==> src/rtl/pipeline_ctrl.sv <==
// ---------------------------------------------------------------------------
// pipeline_ctrl
//
// Purpose:
//   Central stall/flush controller for a 5-stage in-order pipeline. It arbitrates
//   between three stall/flush sources, highest priority first:
//     1. data-memory wait: freeze every stage and bubble MEM/WB
//     2. branch redirect: flush IF/ID and ID/EX
//     3. load-use hazard: hold PC and IF/ID, bubble ID/EX
//   A data-memory access that never completes within MEM_TIMEOUT wait cycles
//   parks the controller in a sticky error state. Only reset leaves it.
//
// Parameters:
//   MEM_TIMEOUT  maximum MEM_WAIT cycles before the error state (1..255)
//   CNT_W        width of the performance counters
//
// Configuration macro:
//   PIPELINE_CTRL_PERF_CNT_EN  when defined, builds saturating stall and flush
//                              counters. Otherwise both counter outputs are tied
//                              to 0.
//
// Ports:
//   clk           in   single clock, rising edge
//   rst_n         in   asynchronous active-low reset
//   lw_stall      in   load-use stall request from the hazard unit
//   br_taken      in   EX-stage branch/jump redirect
//   dmem_req      in   MEM-stage load/store request valid
//   dmem_ack      in   data-memory completion strobe
//   pc_we         out  PC write enable
//   if_id_we      out  IF/ID register write enable
//   id_ex_we      out  ID/EX register write enable
//   ex_mem_we     out  EX/MEM register write enable
//   if_id_flush   out  bubble into IF/ID
//   id_ex_flush   out  bubble into ID/EX
//   mem_wb_flush  out  bubble into MEM/WB
//   mem_err       out  sticky data-memory timeout flag
//   stall_cnt     out  cycles with the PC held (CNT_W bits)
//   flush_cnt     out  cycles with a front-end flush (CNT_W bits)
// ---------------------------------------------------------------------------
module pipeline_ctrl #(
  parameter int unsigned MEM_TIMEOUT = 15,
  parameter int unsigned CNT_W       = 32
) (
  input  logic             clk,
  input  logic             rst_n,
  input  logic             lw_stall,
  input  logic             br_taken,
  input  logic             dmem_req,
  input  logic             dmem_ack,
  output logic             pc_we,
  output logic             if_id_we,
  output logic             id_ex_we,
  output logic             ex_mem_we,
  output logic             if_id_flush,
  output logic             id_ex_flush,
  output logic             mem_wb_flush,
  output logic             mem_err,
  output logic [CNT_W-1:0] stall_cnt,
  output logic [CNT_W-1:0] flush_cnt
);

  typedef enum logic [1:0] {
    RUN      = 2'd0,
    MEM_WAIT = 2'd1,
    ERR      = 2'd2
  } state_t;

  localparam logic [8:0] TIMEOUT_LIM = 9'(MEM_TIMEOUT);

  state_t     state;
  state_t     state_nxt;
  logic [7:0] wait_cnt;
  logic [7:0] wait_cnt_nxt;
  logic       advance;

  // State register and wait counter. Reset drops any pending wait or error at once.
  always_ff @(posedge clk or negedge rst_n) begin
    if (!rst_n) begin
      state    <= RUN;
      wait_cnt <= 8'd0;
    end else begin
      state    <= state_nxt;
      wait_cnt <= wait_cnt_nxt;
    end
  end

  // Next-state and output decode.
  // 'advance' marks a cycle in which the pipeline moves forward. Only then do
  // branch and load-use requests have any effect. While frozen, the EX and ID
  // stages hold those requests stable, so they get serviced on the ack cycle.
  always_comb begin
    state_nxt    = state;
    wait_cnt_nxt = wait_cnt;
    advance      = 1'b0;
    pc_we        = 1'b0;
    if_id_we     = 1'b0;
    id_ex_we     = 1'b0;
    ex_mem_we    = 1'b0;
    if_id_flush  = 1'b0;
    id_ex_flush  = 1'b0;
    mem_wb_flush = 1'b0;
    mem_err      = 1'b0;

    case (state)
      RUN: begin
        if (dmem_req && !dmem_ack) begin
          mem_wb_flush = 1'b1;
          state_nxt    = MEM_WAIT;
          wait_cnt_nxt = 8'd0;
        end else begin
          advance = 1'b1;
        end
      end
      MEM_WAIT: begin
        if (dmem_ack) begin
          advance   = 1'b1;
          state_nxt = RUN;
        end else begin
          mem_wb_flush = 1'b1;
          wait_cnt_nxt = 8'(wait_cnt + 8'd1);
          if ((9'(wait_cnt) + 9'd1) >= TIMEOUT_LIM) begin
            state_nxt = ERR;
          end
        end
      end
      ERR: begin
        mem_err = 1'b1;
      end
      default: begin
        state_nxt = RUN;
      end
    endcase

    if (advance) begin
      if (br_taken) begin
        pc_we       = 1'b1;
        if_id_we    = 1'b1;
        id_ex_we    = 1'b1;
        ex_mem_we   = 1'b1;
        if_id_flush = 1'b1;
        id_ex_flush = 1'b1;
      end else if (lw_stall) begin
        id_ex_we    = 1'b1;
        ex_mem_we   = 1'b1;
        id_ex_flush = 1'b1;
      end else begin
        pc_we     = 1'b1;
        if_id_we  = 1'b1;
        id_ex_we  = 1'b1;
        ex_mem_we = 1'b1;
      end
    end

    // Outputs are combinational. They must read idle while reset is held,
    // even though the state register already shows RUN.
    if (!rst_n) begin
      pc_we        = 1'b0;
      if_id_we     = 1'b0;
      id_ex_we     = 1'b0;
      ex_mem_we    = 1'b0;
      if_id_flush  = 1'b0;
      id_ex_flush  = 1'b0;
      mem_wb_flush = 1'b0;
      mem_err      = 1'b0;
    end
  end

`ifdef PIPELINE_CTRL_PERF_CNT_EN
  localparam logic [CNT_W-1:0] CNT_ONE = 1;

  logic [CNT_W-1:0] stall_q;
  logic [CNT_W-1:0] flush_q;

  // Saturating performance counters. pc_we is already forced low during reset,
  // so the reset branch alone keeps reset cycles out of the stall count.
  always_ff @(posedge clk or negedge rst_n) begin
    if (!rst_n) begin
      stall_q <= '0;
      flush_q <= '0;
    end else begin
      if (!pc_we && (stall_q != '1)) begin
        stall_q <= stall_q + CNT_ONE;
      end
      if ((if_id_flush || id_ex_flush) && (flush_q != '1)) begin
        flush_q <= flush_q + CNT_ONE;
      end
    end
  end

  assign stall_cnt = stall_q;
  assign flush_cnt = flush_q;
`else
  assign stall_cnt = '0;
  assign flush_cnt = '0;
`endif

endmodule

==> config.mk <==
export PLATFORM = sky130hd
export DESIGN_NAME = pipeline_ctrl
export DESIGN_NICKNAME = d
export VERILOG_FILES = /design/src/rtl/pipeline_ctrl.sv
export SDC_FILE = /design/constraint.sdc
export NUM_CORES = 1
export LEC_CHECK = 0
export ABC_AREA = 0
export BUFFER_PORTS_ARGS = -buffer_cell sky130_fd_sc_hd__buf_4
export CORE_MARGIN = 2
export CORE_UTILIZATION = 25
export DETAILED_ROUTE_END_ITERATION = 16
export PLACE_DENSITY = 0.55
export SLEW_MARGIN = 20
export SYNTH_ARGS = -nofsm -noshare
export SYNTH_HDL_FRONTEND = slang
export SYNTH_SLANG_ARGS = --single-unit
==> constraint.sdc <==
create_clock -name clk -period 2.1 [get_ports clk]
set_input_delay 0 -clock clk [delete_from_list [all_inputs] [get_ports clk]]
set_output_delay 0 -clock clk [all_outputs]
set_load 0.005 [all_outputs]
After elaboration in Yosys (flattened, before gate mapping)
Index checks and enable logic that the tools add are counted.

word-level totals
  register bits after elaboration = 10
  latch bits = 0
  memory bits (writable) = 0
  bits in read-only memories = 0
  input bits = 6
  word-level logic and storage cells = 46
  memories kept = 0

cells by class
  $add $sub $neg = 2
  multipliers = 0
  div/mod/pow operators = 0
  order comparisons = 1
  equal/unequal tests = 5
  shifts and indexed selects = 0
  mux-type cells = 29
  bitwise logic cells = 1
  reduce and logical (&&, ||, !) cells = 6

operators by type and width
  kind                   count
  $mux W1                20
  $mux W8                2
  $pmux W8 S2            1
  $add A8 B1 Y9 const B  1
  $ge A9 B4 Y1 const B   1
  $add A8 B1 Y8 const B  1
  $mux W2                3
  $pmux W2 S3            1
  $reduce_and A3 Y1      2
  $ne A2 B2 Y1 const B   2
  $pmux W1 S2            2
  $ne A3 B3 Y1 const B   1
  $eq A2 B1 Y1 const B   1
  $eq A2 B2 Y1 const B   1
  $logic_not A2 Y1       1
  $reduce_bool A2 Y1     1
  $logic_and A1 B1 Y1    1
  $logic_not A1 Y1       1
  $not A1 Y1             1

Longest topological paths before layout
  word-level depth = 6
  depth in mapped cells = 6

Worst setup path before layout
No wires, ideal clock.

  path kind = reg2reg
  start = register wait_cnt[0]
  end = register state[1]
  library setup time = 0.139 ns
  data arrival time = 1.437 ns
  data required time = 1.961 ns
  slack = 0.524 ns
  cell stages (with the launch flop) = 6
  cell sequence = dfrtp_1 ha_1 nand3_2 or4b_4 o311ai_2 a32oi_1

between the ends
  word-level cells in the longest chain between the ends = 4

RTL lines
  what                         RTL line  RTL
  start: declaration           72        logic [7:0] wait_cnt;
  start signal: assignment     83        wait_cnt <= wait_cnt_nxt;
  $add A8 B1 Y9                121       if ((9'(wait_cnt) + 9'd1) >= TIMEOUT_LIM) begin
  $ge A9 B4 Y1                 121
  $ne A3 B3 Y1 (no line)       --
  $reduce_and A3 Y1 (no line)  --
  end signal: assignment       82        state <= state_nxt;
  end: declaration             70        state_t state;

No other way between the ends.
A chain may end at the register's enable or synchronous reset.

Worst setup path in the final report
Same ends and word-level chain as after synthesis.

==> results.py <==
metrics = {
    "status": {
        "outcome": "complete, no violations",
    },
    "floorplanning": {
        "core_area_sq_um": 4630,
        "dieArea_sq_um": 5290,
        "io_pins": 78,
        "rows": 25,
        "die_w_um": 72.7,
        "die_h_um": 72.7,
        "start_util_pct": 25.5,
    },
    "layout": {
        "n_antenna_cell": 0,
        "final_cells": 210,
        "layout.nets": 166,
        "fill_cells": 522,
        "layout-drive-gt1-share_pct": 12.8,
        "area_growth_pct": -6.46,
    },
    "setup_path": {
        "cp_data_arrival_time_ps": 1790,
        "startpoint": "wait_cnt[0]",
        "path_cells": "ha_1, nand3_2, or4b_4, o311ai_2, a32oi_1",
        "r2r-start": "wait_cnt[0]",
        "cp-start-kind": "flop",
        "crit_path_max_fanout": 7,
        "worstSetupPathType": "flop to flop",
        "critPathMaxStageDelay_ps": 490,
        "cp_slowest_cell": "or4b_4",
        "worstSetupEndpointType": "flop",
        "reg2regPathDepth": 5,
        "required_ps": 2190,
    },
    "hold_path": {
        "hold_path.startpoint": "dmem_ack",
        "hp-class": "input pin to flop",
        "hold_path_depth": 4,
    },
    "synthesis": {
        "synthArstFlopShare_pct": 100,
        "synth_cell_types": 33,
        "syn-instance-count": 148,
        "synth_top_area_share_pct": 43.2,
        "synth_edf_count": 0,
        "ys_seq_area_share_pct": 21.2,
        "syn_area_sq_um": 1180,
        "synth_ff_type": "dfrtp_1",
        "synthTopCellsByArea": "buf_4, dfrtp_1, o21ai_0",
        "ys_warn_count": 0,
        "postSynthAreaPerCell_sq_um": 7.98,
        "ys_seq_elements": 10,
        "synthTopCellsByCount": "buf_4, nor2_1, dfrtp_1, o21ai_0, nand3_1",
        "synth_area_leader_cell": "buf_4",
        "yosys.cell_count.top_type": "buf_4",
    },
    "detailed_routing": {
        "dr_total_vias": 770,
        "drcViolationCount": 0,
        "drt_iter0_drc": 36,
        "drt_pre_antenna_iters": 4,
        "wirelength_um": 1640,
        "drtAntennaViolNets": 0,
        "routed_via_density": 3.67,
        "wl_per_cell_um": 7.80,
    },
    "clock_tree": {
        "cts_resized": 0,
        "root_buffer": "clkbuf_8",
        "cts.reportedPaths.clkPinSlew_ps": 50,
        "cts-htree-levels": 1,
        "worstSkewPairLatency_ps": 230,
        "cts_setup_buffers": 0,
        "clk_path_buf_depth": 2,
        "postCtsHoldBufs": 1,
        "numCtsBuffers": 3,
        "cts_sinks": 10,
        "cts_tree": "yes",
    },
    "global_route": {
        "grt_pass1_vias": 558,
        "grt_usage_pct": 5.95,
        "grt_pass1_wl_um": 2540,
        "antenna_found_initial": 0,
        "grt_start_max_net_pins": 15,
        "grt.overflow.total": 0,
    },
    "place": {
        "finalWeightedCongestion": 0.785,
        "place_inst": 206,
        "dp_hpwl_um": 1310,
        "io_buffers": 13,
    },
    "sta": {
        "tightest_slew_ps": 648,
        "fin_skew_ps": 2.26,
        "post-route-period-util_pct": 81.1,
        "setup_violations": 0,
        "rsz0062_at_grt": "false",
        "fin_crit_ps": 1700,
        "max_slew_margin_pct": 56.5,
        "report.final.slew_viol_count": 0,
        "tns_ps": 0,
        "finalHoldViolCount": 0,
        "fmax_ghz": 0.587,
    },
    "power": {
        "irDropWorstVdd_uv": 126,
        "powerDensity_nw_per_um2": 490,
        "p_leak_nw": 0.585,
    },
    "job": {
        "cap_violations": 0,
    },
}
layout make-up:
cell class | instances | area [sq um] | share of cell area, %
multi-input cells | 125 | 623 | 56.4
flip-flops and latches | 10 | 250 | 22.7
clock buffers | 3 | 41.3 | 3.74
inverters | 4 | 15.0 | 1.36
well taps | 54 | 67.6 | 6.12
repair buffers | 14 | 108 | 9.74
flip-flops by register name, indices dropped and copies added, names as in the netlist:
register	flops
wait_cnt	8
state	2
cells in the final DEF (no fill, tap or decap), types with 2 or more instances in the layout:
| cell | n |
|---|---|
| conb_1 | 64 |
| buf_4 | 13 |
| nor2_1 | 12 |
| o21ai_0 | 10 |
| dfrtp_1 | 10 |
| nand3_1 | 6 |
| inv_1 | 4 |
| o31ai_1 | 4 |
| nand2_1 | 3 |
| clkbuf_8 | 3 |
| xor2_1 | 2 |
| nand4_1 | 2 |
| nor2b_1 | 2 |
| a31oi_1 | 2 |
| ha_1 | 2 |
routing by layer:
| layer | global-route usage (%) | up-vias | wire length (um) |
|---|---|---|---|
| li1 | - | 380 | - |
| met1 | 8.38 | 340 | 759 |
| met2 | 8.79 | 48 | 673 |
| met3 | 1.66 | 2 | 192 |
| met4 | 1.85 | 0 | 12 |
| met5 | 0 | - | 0 |
metrics by stage:
step	total power [mW]	setup WS (ps)	util [%]	hold slack (ps)	cell area, sq um
finish	0.541	397	23.9	118	1100
global placement	0.341	443	22.8	-155	1050
floorplan	0.394	524	-	-296	1420
CTS	0.548	406	23.9	118	1100
detailed placement	0.343	419	22.8	-158	1050
global route	0.577	332	23.9	134	1100
report_power, final:
| group | internal (mW) | total [mW] | switching [mW] |
|---|---|---|---|
| combinational | 0.0445 | 0.118 | 0.0740 |
| clock | 0.125 | 0.199 | 0.0733 |
| sequential | 0.206 | 0.224 | 0.0181 |
| total | 0.376 | 0.541 | 0.165 |
critical path: cells and delay by family, from the launching register on:
family	cells	cell delay, ps
adders and majority gates	1	300
DFF	1	420
and+or+nand+nor	2	590
AOI/OAI and AO/OA	2	240
path summary, 6_finish.rpt:
check	to	slack, ps
max reg2reg	state[1]	400
min reg2reg	wait_cnt[1]	550
max	state[1]	400
min	wait_cnt[2]	120
max in group asynchronous	wait_cnt[3]	1810
min in group asynchronous	wait_cnt[0]	140
logic make-up (layout without fill, tap and decap cells):
family	count (synthesis)	count (layout)	share of synthesized area (%)
AND/OR/NAND/NOR	33	33	14.9
flip-flops	10	10	21.2
XOR/XNOR	3	3	2.22
adder cells (fa/ha/maj)	2	2	2.12
buffers and inverters	76	21	46.1
AO/OA/AOI/OAI	23	23	13.1
other	1	64	0.317
Note: power is estimated with default switching activity, not from simulation.
